## config.mk

```make
export PLATFORM = sky130hd
export DESIGN_NAME = rx_write_sequencer_flat
export DESIGN_NICKNAME = d
export VERILOG_FILES = /design/src/rtl/rx_write_sequencer_pkg.sv /design/src/rtl/rx_write_sequencer_if.sv /design/src/rtl/rx_write_sequencer_psn_table.sv /design/src/rtl/rx_write_sequencer.sv /design/src/flat_wrapper.sv
export SDC_FILE = /design/constraint.sdc
export NUM_CORES = 1
export LEC_CHECK = 0
export BUFFER_PORTS_ARGS = -buffer_cell sky130_fd_sc_hd__buf_2
export CORE_UTILIZATION = 55
export CTS_BUF_LIST = sky130_fd_sc_hd__clkbuf_4 sky130_fd_sc_hd__clkbuf_8
export CTS_CLUSTER_SIZE = 10
export DETAILED_ROUTE_END_ITERATION = 10
export GPL_TIMING_DRIVEN = 0
export PLACE_DENSITY = 0.83
export SYNTH_ARGS = -nofsm -noshare
export SYNTH_HDL_FRONTEND = slang
export SYNTH_SLANG_ARGS = --single-unit
```

## constraint.sdc

```tcl
create_clock -name aclk -period 11.6 [get_ports aclk]
set_input_delay 1.74 -clock aclk [delete_from_list [all_inputs] [get_ports aclk]]
set_output_delay 1.74 -clock aclk [all_outputs]
set_load 0.01 [all_outputs]
```

## src/rtl/rx_write_sequencer_pkg.sv

```systemverilog
// Shared encodings for the RDMA WRITE receive sequencer: FSM states, ack status codes, opcodes.
package rdma_rx_pkg;

    typedef enum logic [2:0] {
        ST_IDLE  = 3'd0,
        ST_CHECK = 3'd1,
        ST_CMD   = 3'd2,
        ST_DATA  = 3'd3,
        ST_DROP  = 3'd4,
        ST_ACK   = 3'd5
    } state_e;

    localparam logic [1:0] ACK_OK      = 2'b00;
    localparam logic [1:0] ACK_PSN_ERR = 2'b01;
    localparam logic [1:0] ACK_INVALID = 2'b10;
    localparam logic [1:0] ACK_LEN_ERR = 2'b11;

    localparam logic [7:0] OPC_RDMA_WRITE_ONLY = 8'h0A;

    function automatic logic [2:0] popcount4(input logic [3:0] keep);
        return {2'b00, keep[0]} + {2'b00, keep[1]} + {2'b00, keep[2]} + {2'b00, keep[3]};
    endfunction

endpackage

```

## src/rtl/rx_write_sequencer_if.sv

```systemverilog
// Header, payload-in, payload-out, DMA command and ack signals of the write sequencer.
interface rx_write_sequencer_if;
    logic        hdr_valid;
    logic [7:0]  hdr_opcode;
    logic [23:0] hdr_psn;
    logic [23:0] hdr_dest_qp;
    logic [63:0] hdr_remote_addr;
    logic [31:0] hdr_length;

    logic [31:0] s_axis_tdata;
    logic [3:0]  s_axis_tkeep;
    logic        s_axis_tvalid;
    logic        s_axis_tready;
    logic        s_axis_tlast;

    logic [31:0] m_axis_tdata;
    logic [3:0]  m_axis_tkeep;
    logic        m_axis_tvalid;
    logic        m_axis_tready;
    logic        m_axis_tlast;

    logic [63:0] cmd_addr;
    logic [31:0] cmd_len;
    logic        cmd_valid;
    logic        cmd_ready;

    logic        ack_valid;
    logic        ack_ready;
    logic [23:0] ack_qp;
    logic [23:0] ack_psn;
    logic [1:0]  ack_status;

    logic        err_hdr_overrun;
    logic        busy;

    modport slave (
        input  hdr_valid, hdr_opcode, hdr_psn, hdr_dest_qp, hdr_remote_addr, hdr_length,
        input  s_axis_tdata, s_axis_tkeep, s_axis_tvalid, s_axis_tlast,
        output s_axis_tready,
        output m_axis_tdata, m_axis_tkeep, m_axis_tvalid, m_axis_tlast,
        input  m_axis_tready,
        output cmd_addr, cmd_len, cmd_valid,
        input  cmd_ready,
        output ack_valid, ack_qp, ack_psn, ack_status,
        input  ack_ready,
        output err_hdr_overrun, busy
    );

    modport master (
        output hdr_valid, hdr_opcode, hdr_psn, hdr_dest_qp, hdr_remote_addr, hdr_length,
        output s_axis_tdata, s_axis_tkeep, s_axis_tvalid, s_axis_tlast,
        input  s_axis_tready,
        input  m_axis_tdata, m_axis_tkeep, m_axis_tvalid, m_axis_tlast,
        output m_axis_tready,
        input  cmd_addr, cmd_len, cmd_valid,
        output cmd_ready,
        input  ack_valid, ack_qp, ack_psn, ack_status,
        output ack_ready,
        input  err_hdr_overrun, busy
    );
endinterface

```

## src/rtl/rx_write_sequencer_psn_table.sv

```systemverilog
// Per-queue-pair expected PSN store: combinational read, +1 (mod 2^24) increment port.
module rx_psn_table #(
    parameter  int NUM_QP = 4,
    localparam int QW     = (NUM_QP > 1) ? $clog2(NUM_QP) : 1
) (
    input  logic          clk,
    input  logic          rst,
    input  logic [QW-1:0] rd_qp_i,
    output logic [23:0]   rd_psn_o,
    input  logic          inc_en_i,
    input  logic [QW-1:0] inc_qp_i
);
    logic [23:0] psn_q [NUM_QP];

    always_comb begin
        rd_psn_o = '0;
        if (int'(rd_qp_i) < NUM_QP) rd_psn_o = psn_q[rd_qp_i];
    end

    always_ff @(posedge clk or posedge rst) begin
        if (rst) begin
            for (int i = 0; i < NUM_QP; i++) psn_q[i] <= '0;
        end else if (inc_en_i && (int'(inc_qp_i) < NUM_QP)) begin
            psn_q[inc_qp_i] <= psn_q[inc_qp_i] + 24'd1;
        end
    end
endmodule

```

## src/rtl/rx_write_sequencer.sv

```systemverilog
// RDMA WRITE ONLY receive sequencer: validates header, issues DMA command, forwards or drops payload, acks.
module rx_write_sequencer
    import rdma_rx_pkg::*;
#(
    parameter int         NUM_QP    = 4,
    parameter int         MAX_LEN   = 4096,
    parameter logic [7:0] OPC_WRITE = OPC_RDMA_WRITE_ONLY
) (
    input  logic                 aclk,
    input  logic                 areset,
    rx_write_sequencer_if.slave  bus
);
    localparam int QW = (NUM_QP > 1) ? $clog2(NUM_QP) : 1;

    state_e      state_q;
    logic [7:0]  opcode_q;
    logic [23:0] psn_q;
    logic [23:0] qp_q;
    logic [63:0] addr_q;
    logic [31:0] len_q;
    logic [31:0] byte_cnt_q;
    logic [31:0] byte_cnt_d;
    logic [1:0]  status_q;
    logic        cmd_valid_q;
    logic        ack_valid_q;
    logic        err_q;

    logic [23:0] exp_psn;
    logic        psn_inc;
    logic        s_hs;
    logic        req_bad;

    rx_psn_table #(.NUM_QP(NUM_QP)) u_psn (
        .clk      (aclk),
        .rst      (areset),
        .rd_qp_i  (qp_q[QW-1:0]),
        .rd_psn_o (exp_psn),
        .inc_en_i (psn_inc),
        .inc_qp_i (qp_q[QW-1:0])
    );

    assign s_hs       = bus.s_axis_tvalid && bus.s_axis_tready;
    assign byte_cnt_d = byte_cnt_q + {29'd0, popcount4(bus.s_axis_tkeep)};
    assign req_bad    = (opcode_q != OPC_WRITE) || (qp_q >= 24'(NUM_QP)) ||
                        (len_q == 32'd0) || (len_q > 32'(MAX_LEN));
    assign psn_inc    = (state_q == ST_ACK) && ack_valid_q && bus.ack_ready && (status_q == ACK_OK);

    // Payload path is a pure wire in DATA; DROP sinks everything, all other states stall the source.
    always_comb begin
        bus.s_axis_tready = 1'b0;
        bus.m_axis_tvalid = 1'b0;
        bus.m_axis_tdata  = '0;
        bus.m_axis_tkeep  = '0;
        bus.m_axis_tlast  = 1'b0;
        if (state_q == ST_DATA) begin
            bus.m_axis_tvalid = bus.s_axis_tvalid;
            bus.m_axis_tdata  = bus.s_axis_tdata;
            bus.m_axis_tkeep  = bus.s_axis_tkeep;
            bus.m_axis_tlast  = bus.s_axis_tlast;
            bus.s_axis_tready = bus.m_axis_tready;
        end else if (state_q == ST_DROP) begin
            bus.s_axis_tready = 1'b1;
        end
    end

    assign bus.cmd_valid       = cmd_valid_q;
    assign bus.cmd_addr        = addr_q;
    assign bus.cmd_len         = len_q;
    assign bus.ack_valid       = ack_valid_q;
    assign bus.ack_qp          = qp_q;
    assign bus.ack_psn         = psn_q;
    assign bus.ack_status      = status_q;
    assign bus.err_hdr_overrun = err_q;
    assign bus.busy            = (state_q != ST_IDLE);

    always_ff @(posedge aclk or posedge areset) begin
        if (areset) begin
            state_q     <= ST_IDLE;
            opcode_q    <= '0;
            psn_q       <= '0;
            qp_q        <= '0;
            addr_q      <= '0;
            len_q       <= '0;
            byte_cnt_q  <= '0;
            status_q    <= ACK_OK;
            cmd_valid_q <= 1'b0;
            ack_valid_q <= 1'b0;
            err_q       <= 1'b0;
        end else begin
            if (bus.hdr_valid && (state_q != ST_IDLE)) err_q <= 1'b1;
            case (state_q)
                ST_IDLE: if (bus.hdr_valid) begin
                    opcode_q   <= bus.hdr_opcode;
                    psn_q      <= bus.hdr_psn;
                    qp_q       <= bus.hdr_dest_qp;
                    addr_q     <= bus.hdr_remote_addr;
                    len_q      <= bus.hdr_length;
                    byte_cnt_q <= '0;
                    state_q    <= ST_CHECK;
                end
                ST_CHECK: begin
                    if (req_bad) begin
                        status_q <= ACK_INVALID;
                        state_q  <= ST_DROP;
                    end else if (psn_q != exp_psn) begin
                        status_q <= ACK_PSN_ERR;
                        state_q  <= ST_DROP;
                    end else begin
                        cmd_valid_q <= 1'b1;
                        state_q     <= ST_CMD;
                    end
                end
                // cmd_valid_q is set on entry, so a handshake here never completes in zero cycles.
                ST_CMD: if (cmd_valid_q && bus.cmd_ready) begin
                    cmd_valid_q <= 1'b0;
                    state_q     <= ST_DATA;
                end
                ST_DATA: if (s_hs) begin
                    byte_cnt_q <= byte_cnt_d;
                    if (bus.s_axis_tlast) begin
                        status_q    <= (byte_cnt_d == len_q) ? ACK_OK : ACK_LEN_ERR;
                        ack_valid_q <= 1'b1;
                        state_q     <= ST_ACK;
                    end
                end
                ST_DROP: if (s_hs && bus.s_axis_tlast) begin
                    ack_valid_q <= 1'b1;
                    state_q     <= ST_ACK;
                end
                ST_ACK: if (ack_valid_q && bus.ack_ready) begin
                    ack_valid_q <= 1'b0;
                    state_q     <= ST_IDLE;
                end
                default: state_q <= ST_IDLE;
            endcase
        end
    end
endmodule
```

## src/flat_wrapper.sv

```systemverilog
// flat-port wrapper written by rule: the top's interface ports become plain ports
module rx_write_sequencer_flat import rdma_rx_pkg::*;
#(
    parameter int         NUM_QP    = 4,
    parameter int         MAX_LEN   = 4096,
    parameter logic [7:0] OPC_WRITE = OPC_RDMA_WRITE_ONLY
)
  (aclk, areset, bus_hdr_valid, bus_hdr_opcode, bus_hdr_psn, bus_hdr_dest_qp, bus_hdr_remote_addr, bus_hdr_length, bus_s_axis_tdata, bus_s_axis_tkeep, bus_s_axis_tvalid, bus_s_axis_tlast, bus_s_axis_tready, bus_m_axis_tdata, bus_m_axis_tkeep, bus_m_axis_tvalid, bus_m_axis_tlast, bus_m_axis_tready, bus_cmd_addr, bus_cmd_len, bus_cmd_valid, bus_cmd_ready, bus_ack_valid, bus_ack_qp, bus_ack_psn, bus_ack_status, bus_ack_ready, bus_err_hdr_overrun, bus_busy);
  rx_write_sequencer_if bus_i ();
  input  logic aclk;
  input  logic areset;
  input wire logic [$bits(bus_i.hdr_valid)-1:0] bus_hdr_valid;
  input wire logic [$bits(bus_i.hdr_opcode)-1:0] bus_hdr_opcode;
  input wire logic [$bits(bus_i.hdr_psn)-1:0] bus_hdr_psn;
  input wire logic [$bits(bus_i.hdr_dest_qp)-1:0] bus_hdr_dest_qp;
  input wire logic [$bits(bus_i.hdr_remote_addr)-1:0] bus_hdr_remote_addr;
  input wire logic [$bits(bus_i.hdr_length)-1:0] bus_hdr_length;
  input wire logic [$bits(bus_i.s_axis_tdata)-1:0] bus_s_axis_tdata;
  input wire logic [$bits(bus_i.s_axis_tkeep)-1:0] bus_s_axis_tkeep;
  input wire logic [$bits(bus_i.s_axis_tvalid)-1:0] bus_s_axis_tvalid;
  input wire logic [$bits(bus_i.s_axis_tlast)-1:0] bus_s_axis_tlast;
  output wire logic [$bits(bus_i.s_axis_tready)-1:0] bus_s_axis_tready;
  output wire logic [$bits(bus_i.m_axis_tdata)-1:0] bus_m_axis_tdata;
  output wire logic [$bits(bus_i.m_axis_tkeep)-1:0] bus_m_axis_tkeep;
  output wire logic [$bits(bus_i.m_axis_tvalid)-1:0] bus_m_axis_tvalid;
  output wire logic [$bits(bus_i.m_axis_tlast)-1:0] bus_m_axis_tlast;
  input wire logic [$bits(bus_i.m_axis_tready)-1:0] bus_m_axis_tready;
  output wire logic [$bits(bus_i.cmd_addr)-1:0] bus_cmd_addr;
  output wire logic [$bits(bus_i.cmd_len)-1:0] bus_cmd_len;
  output wire logic [$bits(bus_i.cmd_valid)-1:0] bus_cmd_valid;
  input wire logic [$bits(bus_i.cmd_ready)-1:0] bus_cmd_ready;
  output wire logic [$bits(bus_i.ack_valid)-1:0] bus_ack_valid;
  output wire logic [$bits(bus_i.ack_qp)-1:0] bus_ack_qp;
  output wire logic [$bits(bus_i.ack_psn)-1:0] bus_ack_psn;
  output wire logic [$bits(bus_i.ack_status)-1:0] bus_ack_status;
  input wire logic [$bits(bus_i.ack_ready)-1:0] bus_ack_ready;
  output wire logic [$bits(bus_i.err_hdr_overrun)-1:0] bus_err_hdr_overrun;
  output wire logic [$bits(bus_i.busy)-1:0] bus_busy;
  assign bus_i.hdr_valid = bus_hdr_valid;
  assign bus_i.hdr_opcode = bus_hdr_opcode;
  assign bus_i.hdr_psn = bus_hdr_psn;
  assign bus_i.hdr_dest_qp = bus_hdr_dest_qp;
  assign bus_i.hdr_remote_addr = bus_hdr_remote_addr;
  assign bus_i.hdr_length = bus_hdr_length;
  assign bus_i.s_axis_tdata = bus_s_axis_tdata;
  assign bus_i.s_axis_tkeep = bus_s_axis_tkeep;
  assign bus_i.s_axis_tvalid = bus_s_axis_tvalid;
  assign bus_i.s_axis_tlast = bus_s_axis_tlast;
  assign bus_s_axis_tready = bus_i.s_axis_tready;
  assign bus_m_axis_tdata = bus_i.m_axis_tdata;
  assign bus_m_axis_tkeep = bus_i.m_axis_tkeep;
  assign bus_m_axis_tvalid = bus_i.m_axis_tvalid;
  assign bus_m_axis_tlast = bus_i.m_axis_tlast;
  assign bus_i.m_axis_tready = bus_m_axis_tready;
  assign bus_cmd_addr = bus_i.cmd_addr;
  assign bus_cmd_len = bus_i.cmd_len;
  assign bus_cmd_valid = bus_i.cmd_valid;
  assign bus_i.cmd_ready = bus_cmd_ready;
  assign bus_ack_valid = bus_i.ack_valid;
  assign bus_ack_qp = bus_i.ack_qp;
  assign bus_ack_psn = bus_i.ack_psn;
  assign bus_ack_status = bus_i.ack_status;
  assign bus_i.ack_ready = bus_ack_ready;
  assign bus_err_hdr_overrun = bus_i.err_hdr_overrun;
  assign bus_busy = bus_i.busy;
  rx_write_sequencer #(.NUM_QP(NUM_QP), .MAX_LEN(MAX_LEN), .OPC_WRITE(OPC_WRITE)) u_core (.aclk(aclk), .areset(areset), .bus(bus_i));
endmodule
```

== After elaboration in Yosys (flattened, before gate mapping) ==
Cells that the tools add are included.
Word-level totals
  flip-flop bits (word level): 288
Cells by class
  equality and inequality tests: 17
  add/subtract/negate cells: 5
  bitwise logic cells: 1
  $lt $le $gt $ge: 4
  mux-type cells: 39
  reductions and logical operators: 26
Operators by type and width (number)
  bitwise mux 96 bit: 1
  two-way mux 32 bit: 3
  two-way mux 24 bit: 3
  one-hot mux 32 bit (2 select lines): 1
  binary-select mux 24 bit (select 2 bit): 1
  demux 24 bit (select 2 bit): 1
  adder 32 x 3 -> 32 bit: 1
  equality test 32 bit: 1
  greater-than comparator 32 x 13 -> 1 bit (second input constant): 1
  logical NOT 32 bit: 1
  adder 24 x 1 -> 24 bit (second input constant): 1
  greater-or-equal comparator 24 x 3 -> 1 bit (second input constant): 1
  two-way mux 3 bit: 8
  inequality test 24 bit: 1
  one-hot mux 3 bit (6 select lines): 1
  inequality test 2 bit (second input constant): 6
  two-way mux 1 bit: 11
  two-way mux 2 bit: 5
  logical AND 1 bit: 9
  inequality test 8 x 4 -> 1 bit (second input constant): 1
  AND reduction 4 bit: 2
  adder 3 x 1 -> 3 bit: 2
  equality test 3 x 2 -> 1 bit (second input constant): 2
  equality test 3 bit (second input constant): 2
  20 further kinds: 26

== Longest topological paths before layout ==
Gate-level depths: netlist of run 1.
  word-level depth: 9
  depth in mapped cells: 15
  mapped depth without buffers: 14

== Modules after synthesis ==
A second synthesis of run 1 with hierarchy kept.
Unflattened totals
  cells, all modules: 1734
  area total of the unflattened synthesis: 15516.1 um^2
Modules (own cells, without submodules)
  rx_write_sequencer: area an instance 9613.0 um^2, times used 1, cells each 1141
  rx_psn_table: area an instance 5903.2 um^2, times used 1, cells each 593

== Least setup slack after synthesis of run 1 ==
No wires, ideal clock.
  kind: input-to-reg
  start: input port bus_s_axis_tkeep[0]
  end: register u_core.status_q[0], in the netlist u_core.bus.ack_status[0]
  path slack: 6.619 ns
  data required time: 11.467 ns
  stages on the path: 14
  path buffers: 0
  arrival time: 4.848 ns
  cells stage by stage: ha_1 -> inv_1 -> fa_1 -> inv_1 -> ha_1 -> fa_1 -> a21o_1 -> nand3_2 -> or4_4 -> and3_4 -> a2111oi_4 -> o2111ai_1 -> nor4_2 -> a211oi_1
Between the ends
  cells in the longest elaborated chain, start to end: 9
RTL lines
  start: declaration: line flat_wrapper.sv:19  | input wire logic [$bits(bus_i.s_axis_tkeep)-1:0] bus_s_axis_tkeep;
  adder 1 x 1 -> 2 bit: line rx_write_sequencer_pkg.sv:21  | return {2'b00, keep[0]} + {2'b00, keep[1]} + {2'b00, keep[2]} + {2'b00, keep[3]};
  adder 3 x 1 -> 3 bit (2 in a row): line rx_write_sequencer_pkg.sv:21
  adder 32 x 3 -> 32 bit: line rx_write_sequencer.sv:43  | assign byte_cnt_d = byte_cnt_q + {29'd0, popcount4(bus.s_axis_tkeep)};
  equality test 32 bit: line rx_write_sequencer.sv:121  | status_q <= (byte_cnt_d == len_q) ? ACK_OK : ACK_LEN_ERR;
  two-way mux 2 bit: line rx_write_sequencer.sv:121
  two-way mux 2 bit: line rx_write_sequencer.sv:120  | if (bus.s_axis_tlast) begin
  two-way mux 2 bit: line rx_write_sequencer.sv:118  | ST_DATA: if (s_hs) begin
  one-hot mux 2 bit (2 select lines): line rx_write_sequencer.sv:91  | case (state_q)
  end signal: assignment: line rx_write_sequencer.sv:121
  end: declaration: line rx_write_sequencer.sv:23  | logic [1:0] status_q;
Every way passes these cells. The select of a mux whose other input is x is not followed.
A chain may end at the register's enable or synchronous reset.

== Worst setup path in the final report of run 1 ==
Same ends and word-level chain as after synthesis.

==> results of run 1 <==
[where the power goes]
group | total (mW) | switching [mW] | leakage, nW | internal (mW)
Sequential | 1.51 | 0.252 | 3.78 | 1.26
Combinational | 1.15 | 0.691 | 4.57 | 0.458
Clock | 1.04 | 0.430 | 0.595 | 0.610
[kinds of logic (layout without fill, tap and decap cells)]
kind of cell,Yosys count,after routing,share of synthesized area [%]
AOI/OAI and AO/OA,211,211,8.56
xor gates and xnor gates,89,89,5.65
adders and majority gates,8,8,0.811
buffers and inverters,110,584,3.26
DFF,288,288,50.7
muxes,38,38,4.80
other,0,2,0
and+or+nand+nor,831,831,26.2
[worst max-delay path, delay by kind of cell]
family                     cells  cell delay (ns)
buffers and inverters          3             0.25
and+or+nand+nor                4             1.51
AOI/OAI and AO/OA              3             1.05
adders and majority gates      4             1.12
xor gates and xnor gates       1             0.16
[metrics by stage]
stage	instance area, µm²	TNS [ns]	worst slack (ns)
floorplan	14200	0	1.91
global placement	16500	-274.18	-0.973
detailed placement	16600	0	5.71
CTS	17700	0	6.30
global route	17700	0	6.08
finish	17700	0	6.18
[layout by cell type, fill, tap and decap left out, drive strengths merged, types with 6 or more instances in the layout]
cell type	count
mux4	23
buf	399
nor2	42
o31ai	10
or3	7
and3	16
and4	9
a21oi	18
and2	47
mux2	11
clkinv	8
or4	6
a211oi	6
ha	6
nand3	35
a31oi	8
nor4	25
o21ai	144
clkbuf	151
xnor2	53
nand4	22
xor2	35
dfrtp	288
nor3	12
inv	21
nand2	589
[registers in the layout, indices dropped and copies added, names as in the netlist]
| register | cells |
|---|---|
| u_core.opcode_q | 8 |
| u_core.bus.ack_valid | 1 |
| u_core.bus.cmd_valid | 1 |
| u_core.bus.ack_psn | 24 |
| u_core.bus.cmd_addr | 64 |
| u_core.bus.ack_status | 2 |
| u_core.byte_cnt_q | 32 |
| u_core.u_psn.psn_q | 96 |
| u_core.bus.ack_qp | 24 |
| u_core.state_q | 3 |
| u_core.bus.err_hdr_overrun | 1 |
| u_core.bus.cmd_len | 32 |
[metal layers]
layer  global-route usage [%]  share of wire [%]  vias to the layer above
met1                     45.0                 39                     6583
met5                        0                  0                        -
met2                     57.0                 47                      793
li1                         -                  -                     6162
met3                     7.33                9.6                      147
met4                     16.7                4.6                        0
[worst paths after layout]
check	cells past startpoint	endpoint
setup / recovery	15	u_core.bus.ack_status[0]$_DFFE_PP0P_
hold / removal	1	u_core.bus.err_hdr_overrun$_DFFE_PP0P_
setup reg to reg	10	u_core.bus.ack_status[0]$_DFFE_PP0P_
hold reg to reg	1	u_core.bus.err_hdr_overrun$_DFFE_PP0P_
max in group asynchronous	3	u_core.u_psn.psn_q[11]$_DFFE_PP0P_
min in group asynchronous	2	u_core.bus.cmd_addr[20]$_DFFE_PP0P_
[final cells by class]
type / instances / area (µm²)
multi-input combinational: 1177 / 6530
timing repair buffer: 386 / 1980
tap: 330 / 413
antenna: 2 / 5.00
fill: 1943 / 7540
inverter: 19 / 78.8
clock buffer: 73 / 898
buffer: 91 / 392
clock inverter: 15 / 215
sequential: 288 / 7210
==> reports/metrics.csv, run 1 <==
stage;metric;value;unit
run_status;status;complete, no violations;
yosys;syn_nets;1779;
place;hpwl;34400;µm
cts;cts_root_buffer;clkbuf_8;
pwr;ir_drop;0.000187;V
yosys;ys_top_cells_by_area;dfrtp_1 51%, nand2_1 16%, o21ai_0 4.9%, mux4_2 3.6%, xnor2_1 3.2%;
routing;drt_iter0_drc;1284;
place;place_congestion;0.987;
pwr;total_leakage_power;8.95;nW
cts;ctsHoldBuffers;0;
yosys;synth_most_common_cell;nand2_1;
yosys;yosysWarningCount;0;
floorplanning;dieArea;26500;µm²
sta;slew_violations;0;
cells_and_area;post-route-util;70.2;%
place;place.port_buffers;384;
sta;setup_viol;0;
pwr;p_per_area;209;nW/µm²
cts;cts_tree;yes;
cts;clk_pin_slew_worst_paths;0.06;ns
routing;firstDrtPassIters;5;
routing;wl_per_cell;19.6;µm
worst_setup_path;max_stage_delay;0.66;ns
floorplanning;die_y;163;µm
cells_and_area;drive_above_1_share;26.5;%
global_route;grt.overflow.total;0;
cells_and_area;layout.nets;2214;
yosys;yosysUniqueCellTypes;73;
sta;fmax;0.185;GHz
routing;detail-route-antenna-nets;0;
cts;cts_resized;0;
cts;cts_buffers;47;
worst_setup_path;criticalPathCategory;in2reg;
worst_setup_path;worstPathCellList;buf_2, ha_1, inv_1, fa_1, inv_1, ha_1, fa_1, a21o_1, nand3_2, or4_4, xor2_1, a2111oi_0, nand4_1, nor4_2, a211oi_1;
worst_setup_path;crit_start;bus_s_axis_tkeep[0];
sta;fin_crit_sh;46.7;%
global_route;grt_pass1_wl;71100;µm
worst_setup_path;r2r_start;u_core.byte_cnt_q[0]$_DFFE_PP0P_;
worst_setup_path;critPathSlowestCell;a2111oi_0;
sta;rsz0062_at_grt;false;
sta;finClkSkew;0.0393;ns
global_route;grt_start_max_net_pins;134;
worst_setup_path;cp_max_fo;10;
floorplanning;core;25300;µm²
global_route;grt_usage;35.1;%
sta;slew_headroom;35.5;%
worst_setup_path;start_kind;input pin;
sta;holdWs;0.462;ns
floorplanning;start_util;56.2;%
floorplanning;rows;58;
yosys;netlist_area;14200;µm²
sta;worst_slew_pin_slew;0.959;ns
place;place_inst;2291;
worst_setup_path;ff2ff_setup_slack;7.89;ns
yosys;ys_seq_area_share;50.7;%
routing;drt-total-wl;46600;µm
worst_setup_path;arrival;5.84;ns
min_path;holdCritStartpoint;u_core.bus.err_hdr_overrun$_DFFE_PP0P_;
routing;vias;13685;
yosys;synthFlopType;dfrtp_1;
worst_setup_path;end_kind;flop;
yosys;synth_top_area_cell;dfrtp_1;
cts;clockBufferDepth;3;
floorplanning;die_w;163;µm
global_route;grt_pass1_vias;13292;
global_route;grt_antenna_before_repair;2;
run;maxCapViolations;0;
yosys;ys_top_cells_by_count;589 x nand2_1, 288 x dfrtp_1, 140 x o21ai_0, 77 x clkbuf_1, 52 x xnor2_1;
floorplanning;ios;385;
cts;post_cts_buffers;0;
yosys;netlist.area_leader.share;50.7;%
yosys;async_flop_share;100;%
sta;hold_violations;0;
cells_and_area;syn2layout_area_growth;24.8;%
min_path;hp-class;reg2reg;
cells_and_area;fin_cells;2381;
yosys;syn_area_per_cell;9.02;µm²
routing;drc;0;
cts;clkSinkCount;288;
pwr;p_total;3.70;mW
yosys;synth_seq_cells;288;
cts;clk_latency;0.59;ns
worst_setup_path;required;12.02;ns
yosys;synth_edf_count;0;
routing;vias_per_cell;5.75;
cts;h-tree-depth;2;
yosys;syn_inst;1575;
sta;fin_crit;5.42;ns
(Power assumes the default switching activity.)
==> run 2: changes to the inputs <==
- CORE_UTILIZATION: 55 -> 49
- PLACE_DENSITY: 0.83 -> 0.78
- clock period: 11.6 -> 4.5 ns (I/O delays scaled with it)
==> reports/metrics.csv, run 2 (synthesized netlist as in run 1, its figures left out) <==
stage;metric;value;unit;change
global_route;grt.overflow.total;0;;unchanged
sta;finalSetupTns;0;ns;unchanged
place;place_inst;2344;;+2.3%
cts;clk_pin_slew_worst_paths;0.07;ns;about the same
cells_and_area;drive_above_1_share;26.8;%;+0.21 points
routing;vias;13562;;-0.90%
worst_setup_path;rr_worst_depth;10;;unchanged
cells_and_area;post-route-util;63.1;%;-7.0 points
sta;fin_crit;4.10;ns;
cts;post_cts_buffers;0;;unchanged
global_route;grt_start_max_net_pins;45;;-66%
pwr;total_leakage_power;8.95;nW;about the same
pwr;p_per_area;521;nW/µm²;+150%
cells_and_area;mostFrequentLayoutCells;589 x nand2_1, 387 x buf_2, 288 x dfrtp_1, 140 x o21ai_0, 77 x clkbuf_1;;
routing;drc;0;;unchanged
cts;cts_root_buffer;clkbuf_8;;
cells_and_area;layout.nets;2220;;+0.27%
sta;slew_violations;0;;unchanged
worst_setup_path;cp_max_fo;10;;unchanged
sta;rsz0062_at_grt;false;;
cts;clk_latency;0.59;ns;about the same
floorplanning;ios;385;;unchanged
cts;cts_resized;0;;unchanged
routing;drt-total-wl;46900;µm;+0.60%
global_route;grt_pass1_wl;71900;µm;+1.1%
floorplanning;core;28200;µm²;+12%
cts;clkSinkCount;288;;unchanged
routing;firstDrtPassIters;7;;+2
floorplanning;die_y;172;µm;+5.9%
floorplanning;die_w;172;µm;+5.9%
place;place.port_buffers;384;;unchanged
cells_and_area;syn2layout_area_growth;25.2;%;
cells_and_area;largest_reg_flops;96;;unchanged
pwr;ir_drop;0.000381;V;+100%
run;maxCapViolations;0;;unchanged
pwr;p_total;9.27;mW;+150%
run_status;status;complete, no violations;;
sta;finClkSkew;0.0379;ns;-0.00139 ns
floorplanning;start_util;50.4;%;-5.8 points
cts;clockBufferDepth;3;;unchanged
sta;holdWs;0.207;ns;-0.255 ns
cells_and_area;regMostFlops;u_core.u_psn.psn_q;;
worst_setup_path;required;4.93;ns;-7.09 ns
global_route;grt_antenna_before_repair;4;;+2
worst_setup_path;arrival;4.53;ns;-1.31 ns
sta;slew_headroom;33.7;%;-1.9 points
routing;drt_iter0_drc;1005;;-22%
min_path;hp-class;in2async;;
global_route;grt_pass1_vias;13155;;-1.0%
place;place_congestion;0.942;;-4.6%
cells_and_area;layout_commonest_cell;nand2_1;;
worst_setup_path;ff2ff_setup_slack;1.05;ns;-6.84 ns
place;hpwl;34800;µm;+1.1%
cells_and_area;fin_cells;2436;;+2.3%
worst_setup_path;reg2reg_to;u_core.bus.ack_status[1]$_DFFE_PP0P_;;
cts;ctsHoldBuffers;0;;unchanged
worst_setup_path;criticalPathCategory;in2reg;;
cts;cts_tree;yes;;
routing;vias_per_cell;5.57;;-3.1%
sta;hold_violations;0;;unchanged
global_route;grt_usage;32.0;%;-3.1 points
sta;setup_viol;0;;unchanged
sta;worst_slew_pin_slew;0.995;ns;+0.0367 ns
cts;cts_buffers;48;;+2.1%
worst_setup_path;r2r_start;u_core.byte_cnt_q[0]$_DFFE_PP0P_;;
floorplanning;rows;61;;+5.2%
sta;fin_crit_sh;91.2;%;
worst_setup_path;end_kind;flop;;
routing;detail-route-antenna-nets;0;;unchanged
sta;fmax;0.244;GHz;
worst_setup_path;start_kind;input pin;;
floorplanning;dieArea;29700;µm²;+12%
routing;wl_per_cell;19.3;µm;-1.7%
cts;h-tree-depth;2;;unchanged
==> run 2: changes by cell type in the layout (fill, tap and decap cells not counted), sizes merged <==
cell | previous run | this run
clkbuf | 151 | 154
diode | 2 | 3
clkinv | 8 | 11
bufinv | 5 | 0
buf | 399 | 404
clkinvlp | 0 | 3
inv | 21 | 18
==> run 2: metrics by stage <==
stage               worst slack (ns)  area (µm²)
floorplan                    0.00579       14200
global placement               -1.68       16600
detailed placement            -0.255       16700
CTS                            0.325       17800
global route                  0.0728       17800
finish                         0.397       17800
==> run 2: how the worst max path moves through the flow <==
stage,slack [ns],from,depth (start not counted),endpoint
after detailed placement,-0.26,bus_s_axis_tkeep[0],16,u_core.bus.ack_status[1]$_DFFE_PP0P_
final,0.40,bus_s_axis_tkeep[0],15,u_core.bus.ack_status[1]$_DFFE_PP0P_
after global placement,-1.68,areset,2,u_core.bus.ack_qp[7]$_DFFE_PP0P_
after floorplan,0.006,areset,1,u_core.bus.ack_psn[0]$_DFFE_PP0P_
after CTS,0.32,bus_s_axis_tkeep[0],16,u_core.bus.ack_status[1]$_DFFE_PP0P_
after global routing,0.07,bus_s_axis_tkeep[0],15,u_core.bus.ack_status[1]$_DFFE_PP0P_
==> run 2: area by class of cell <==
cell class	count	area, µm²
antenna	3	7.51
buffer	91	392
inverter	19	75.1
multi-input combinational	1177	6540
sequential	288	7210
fill	2431	10400
timing repair buffer	391	2060
tap	378	473
clock inverter	13	81.3
clock buffer	76	940
==> run 2: routing by layer <==
metal	track usage (%)	up-vias	routed length, µm	share of wire (%)
met5	0	-	11	0.023
met4	15.1	2	1860	4.0
met3	6.89	127	4540	9.7
met2	51.1	747	21700	46
met1	41.5	6513	18800	40
li1	-	6173	-	-
==> run 2: where the power goes <==
part	switching [mW]	total (mW)	internal, mW
clock network	1.10	2.43	1.33
logic	1.75	2.94	1.19
registers	0.657	3.90	3.24
==> run 2: critical path: stages <==
cell	delay, ns
buf_2	0.11
ha_1	0.29
inv_1	0.07
fa_1	0.40
inv_1	0.07
ha_1	0.20
fa_1	0.26
a21o_1	0.27
nand3_2	0.27
or4_4	0.65
xor2_1	0.17
a2111oi_0	0.48
nand4_1	0.21
nor4_2	0.33
a211oi_1	0.09
==> run 3: changes to the inputs <==
- CORE_UTILIZATION: 49 -> 59
- PLACE_DENSITY: 0.78 -> 0.88
- SETUP_SLACK_MARGIN: not set -> 0.02
- clock period: 4.5 -> 4.9 ns (I/O delays scaled with it)
==> reports/metrics.csv, run 3 (synthesized netlist as in run 1, its figures left out) <==
stage;metric;value;unit;change
min_path;hp-class;in2async;;
floorplanning;die_y;157;µm;-8.8%
global_route;grt_usage;39.8;%;+7.9 points
global_route;grt_antenna_before_repair;8;;+4
routing;detail-route-antenna-nets;0;;unchanged
sta;worst_slew_pin_slew;0.908;ns;-0.0874 ns
routing;wl_per_cell;20.7;µm;+7.4%
place;hpwl;35500;µm;+2.1%
sta;slew_headroom;38.9;%;+5.3 points
floorplanning;dieArea;24700;µm²;-17%
cells_and_area;layout_commonest_cell;nand2_1;;
routing;vias;14001;;+3.2%
pwr;p_per_area;491;nW/µm²;-5.8%
sta;rsz0062_at_grt;false;;
global_route;grt_pass1_vias;13646;;+3.7%
cells_and_area;mostFrequentLayoutCells;589 x nand2_1, 387 x buf_2, 288 x dfrtp_1, 140 x o21ai_0, 77 x clkbuf_1;;
place;dp_slack;0.0964;ns;+0.351 ns
floorplanning;die_w;157;µm;-8.8%
sta;fin_crit_sh;88.8;%;
cells_and_area;largest_reg_flops;96;;unchanged
cells_and_area;layout.nets;2219;;-0.045%
routing;drt_iter0_drc;1327;;+32%
global_route;grt_pass1_wl;74100;µm;+3.1%
sta;finalSetupTns;0;ns;unchanged
worst_setup_path;crit_start;bus_s_axis_tkeep[0];;
floorplanning;core;23500;µm²;-16%
cells_and_area;fillCellCount;1631;;-33%
run;maxCapViolations;0;;unchanged
routing;firstDrtPassIters;8;;+1
sta;timing.final.ws_setup;0.548;ns;+0.152 ns
cts;cts_resized;0;;unchanged
cts;cts_root_buffer;clkbuf_8;;
worst_setup_path;rr_worst_depth;10;;unchanged
cts;post_cts_buffers;0;;unchanged
pwr;total_leakage_power;8.94;nW;about the same
routing;drt-total-wl;49200;µm;+4.8%
run_status;status;complete, no violations;;
cts;clk_latency;0.59;ns;about the same
worst_setup_path;r2r_start;u_core.bus.ack_qp[0]$_DFFE_PP0P_;;
floorplanning;rows;56;;-8.2%
sta;holdWs;0.281;ns;+0.0734 ns
cts;h-tree-depth;2;;unchanged
pwr;ir_drop;0.000387;V;+1.7%
floorplanning;ios;385;;unchanged
sta;finClkSkew;0.0360;ns;-0.00196 ns
worst_setup_path;cp_max_fo;10;;unchanged
routing;drc;0;;unchanged
cells_and_area;syn2layout_area_growth;24.9;%;
cts;clk_pin_slew_worst_paths;0.06;ns;about the same
sta;hold_violations;0;;unchanged
place;place.port_buffers;384;;unchanged
sta;fin_crit;4.35;ns;
cells_and_area;regMostFlops;u_core.u_psn.psn_q;;
global_route;grt.overflow.total;0;;unchanged
global_route;grt_start_max_net_pins;45;;unchanged
routing;vias_per_cell;5.89;;+5.8%
worst_setup_path;reg2reg_to;u_core.bus.ack_status[0]$_DFFE_PP0P_;;
worst_setup_path;start_kind;input pin;;
cells_and_area;drive_above_1_share;26.6;%;-0.18 points
sta;fmax;0.230;GHz;
cts;clockBufferDepth;3;;unchanged
cts;ctsHoldBuffers;0;;unchanged
sta;slew_violations;0;;unchanged
cts;cts_buffers;47;;-2.1%
worst_setup_path;criticalPathCategory;in2reg;;
sta;setup_viol;0;;unchanged
place;place_congestion;0.955;;+1.4%
floorplanning;start_util;60.3;%;+9.9 points
worst_setup_path;ff2ff_setup_slack;1.29;ns;+0.24 ns
worst_setup_path;required;5.33;ns;+0.40 ns
cts;cts_tree;yes;;
worst_setup_path;arrival;4.78;ns;+0.25 ns
worst_setup_path;end_kind;flop;;
cts;clkSinkCount;288;;unchanged
## run 3: cell types whose count changed in the layout (fill, tap and decap cells not counted), sizes merged
cell / delta
clkinv: -7
diode: +6
bufinv: +3
clkbuf: -1
clkinvlp: -1
inv: +1
## run 3: power by group
group          internal, mW  total (mW)  switching, mW
registers              2.98        3.58          0.606
logic                  1.09        2.77           1.68
clock network          1.34        2.35           1.01
total                  5.41        8.71           3.30
## run 3: how the worst max path moves through the flow
stage / end / slack [ns] / cells after the start
6_report: u_core.bus.ack_status[0]$_DFFE_PP0P_ / 0.55 / 16
5_1_grt: u_core.bus.ack_status[0]$_DFFE_PP0P_ / 0.48 / 16
4_1_cts: u_core.bus.ack_status[0]$_DFFE_PP0P_ / 0.68 / 16
3_5_place_dp: u_core.bus.ack_status[0]$_DFFE_PP0P_ / 0.1 / 16
3_3_place_gp: u_core.bus.cmd_addr[40]$_DFFE_PP0P_ / -1.24 / 2
2_1_floorplan: u_core.bus.ack_psn[0]$_DFFE_PP0P_ / 0.35 / 1
## run 3: per-stage QoR
step | instances | total power, mW | instance area [µm²] | utilization (%)
final | 2378 | 8.71 | 17700 | 75.4
after global routing | 2376 | 9.09 | 17700 | 75.3
after CTS | 2369 | 8.65 | 17700 | 75.3
after detailed placement | 2285 | 6.29 | 16700 | 70.8
after global placement | 2278 | 6.18 | 16500 | 70.2
after floorplan | 1575 | 4.99 | 14200 | -
## run 3: metal layers
| metal | vias up | wire [µm] | track usage (%) |
|---|---|---|---|
| li1 | 6164 | - | - |
| met1 | 6698 | 18400 | 49.4 |
| met2 | 961 | 23500 | 64.7 |
| met3 | 178 | 5000 | 9.55 |
| met4 | 0 | 2290 | 21.5 |
| met5 | - | 0 | 0 |
## run 3: critical path, cell delays in order
cell and delay [ns]:
buf_2 0.10, ha_1 0.27, inv_1 0.05, fa_1 0.35, inv_1 0.07, ha_1 0.25, ha_1 0.30, a211oi_2 0.15
nor4_2 0.75, clkbuf_1 0.47, and3_1 0.25, o211ai_1 0.09, nor4_1 0.35, nand4_1 0.19, nor4_2 0.31, a211oi_1 0.10
## run 3: area by class of cell
cell class / instances / area, µm² / area share [%]
clock buffer: 75 / 913 / 5.15
clock inverter: 9 / 138 / 0.776
buffer: 91 / 392 / 2.21
multi-input combinational: 1177 / 6530 / 36.8
inverter: 19 / 75.1 / 0.423
timing repair buffer: 391 / 2060 / 11.6
tap: 319 / 399 / 2.25
sequential: 288 / 7210 / 40.6
antenna: 9 / 22.5 / 0.127
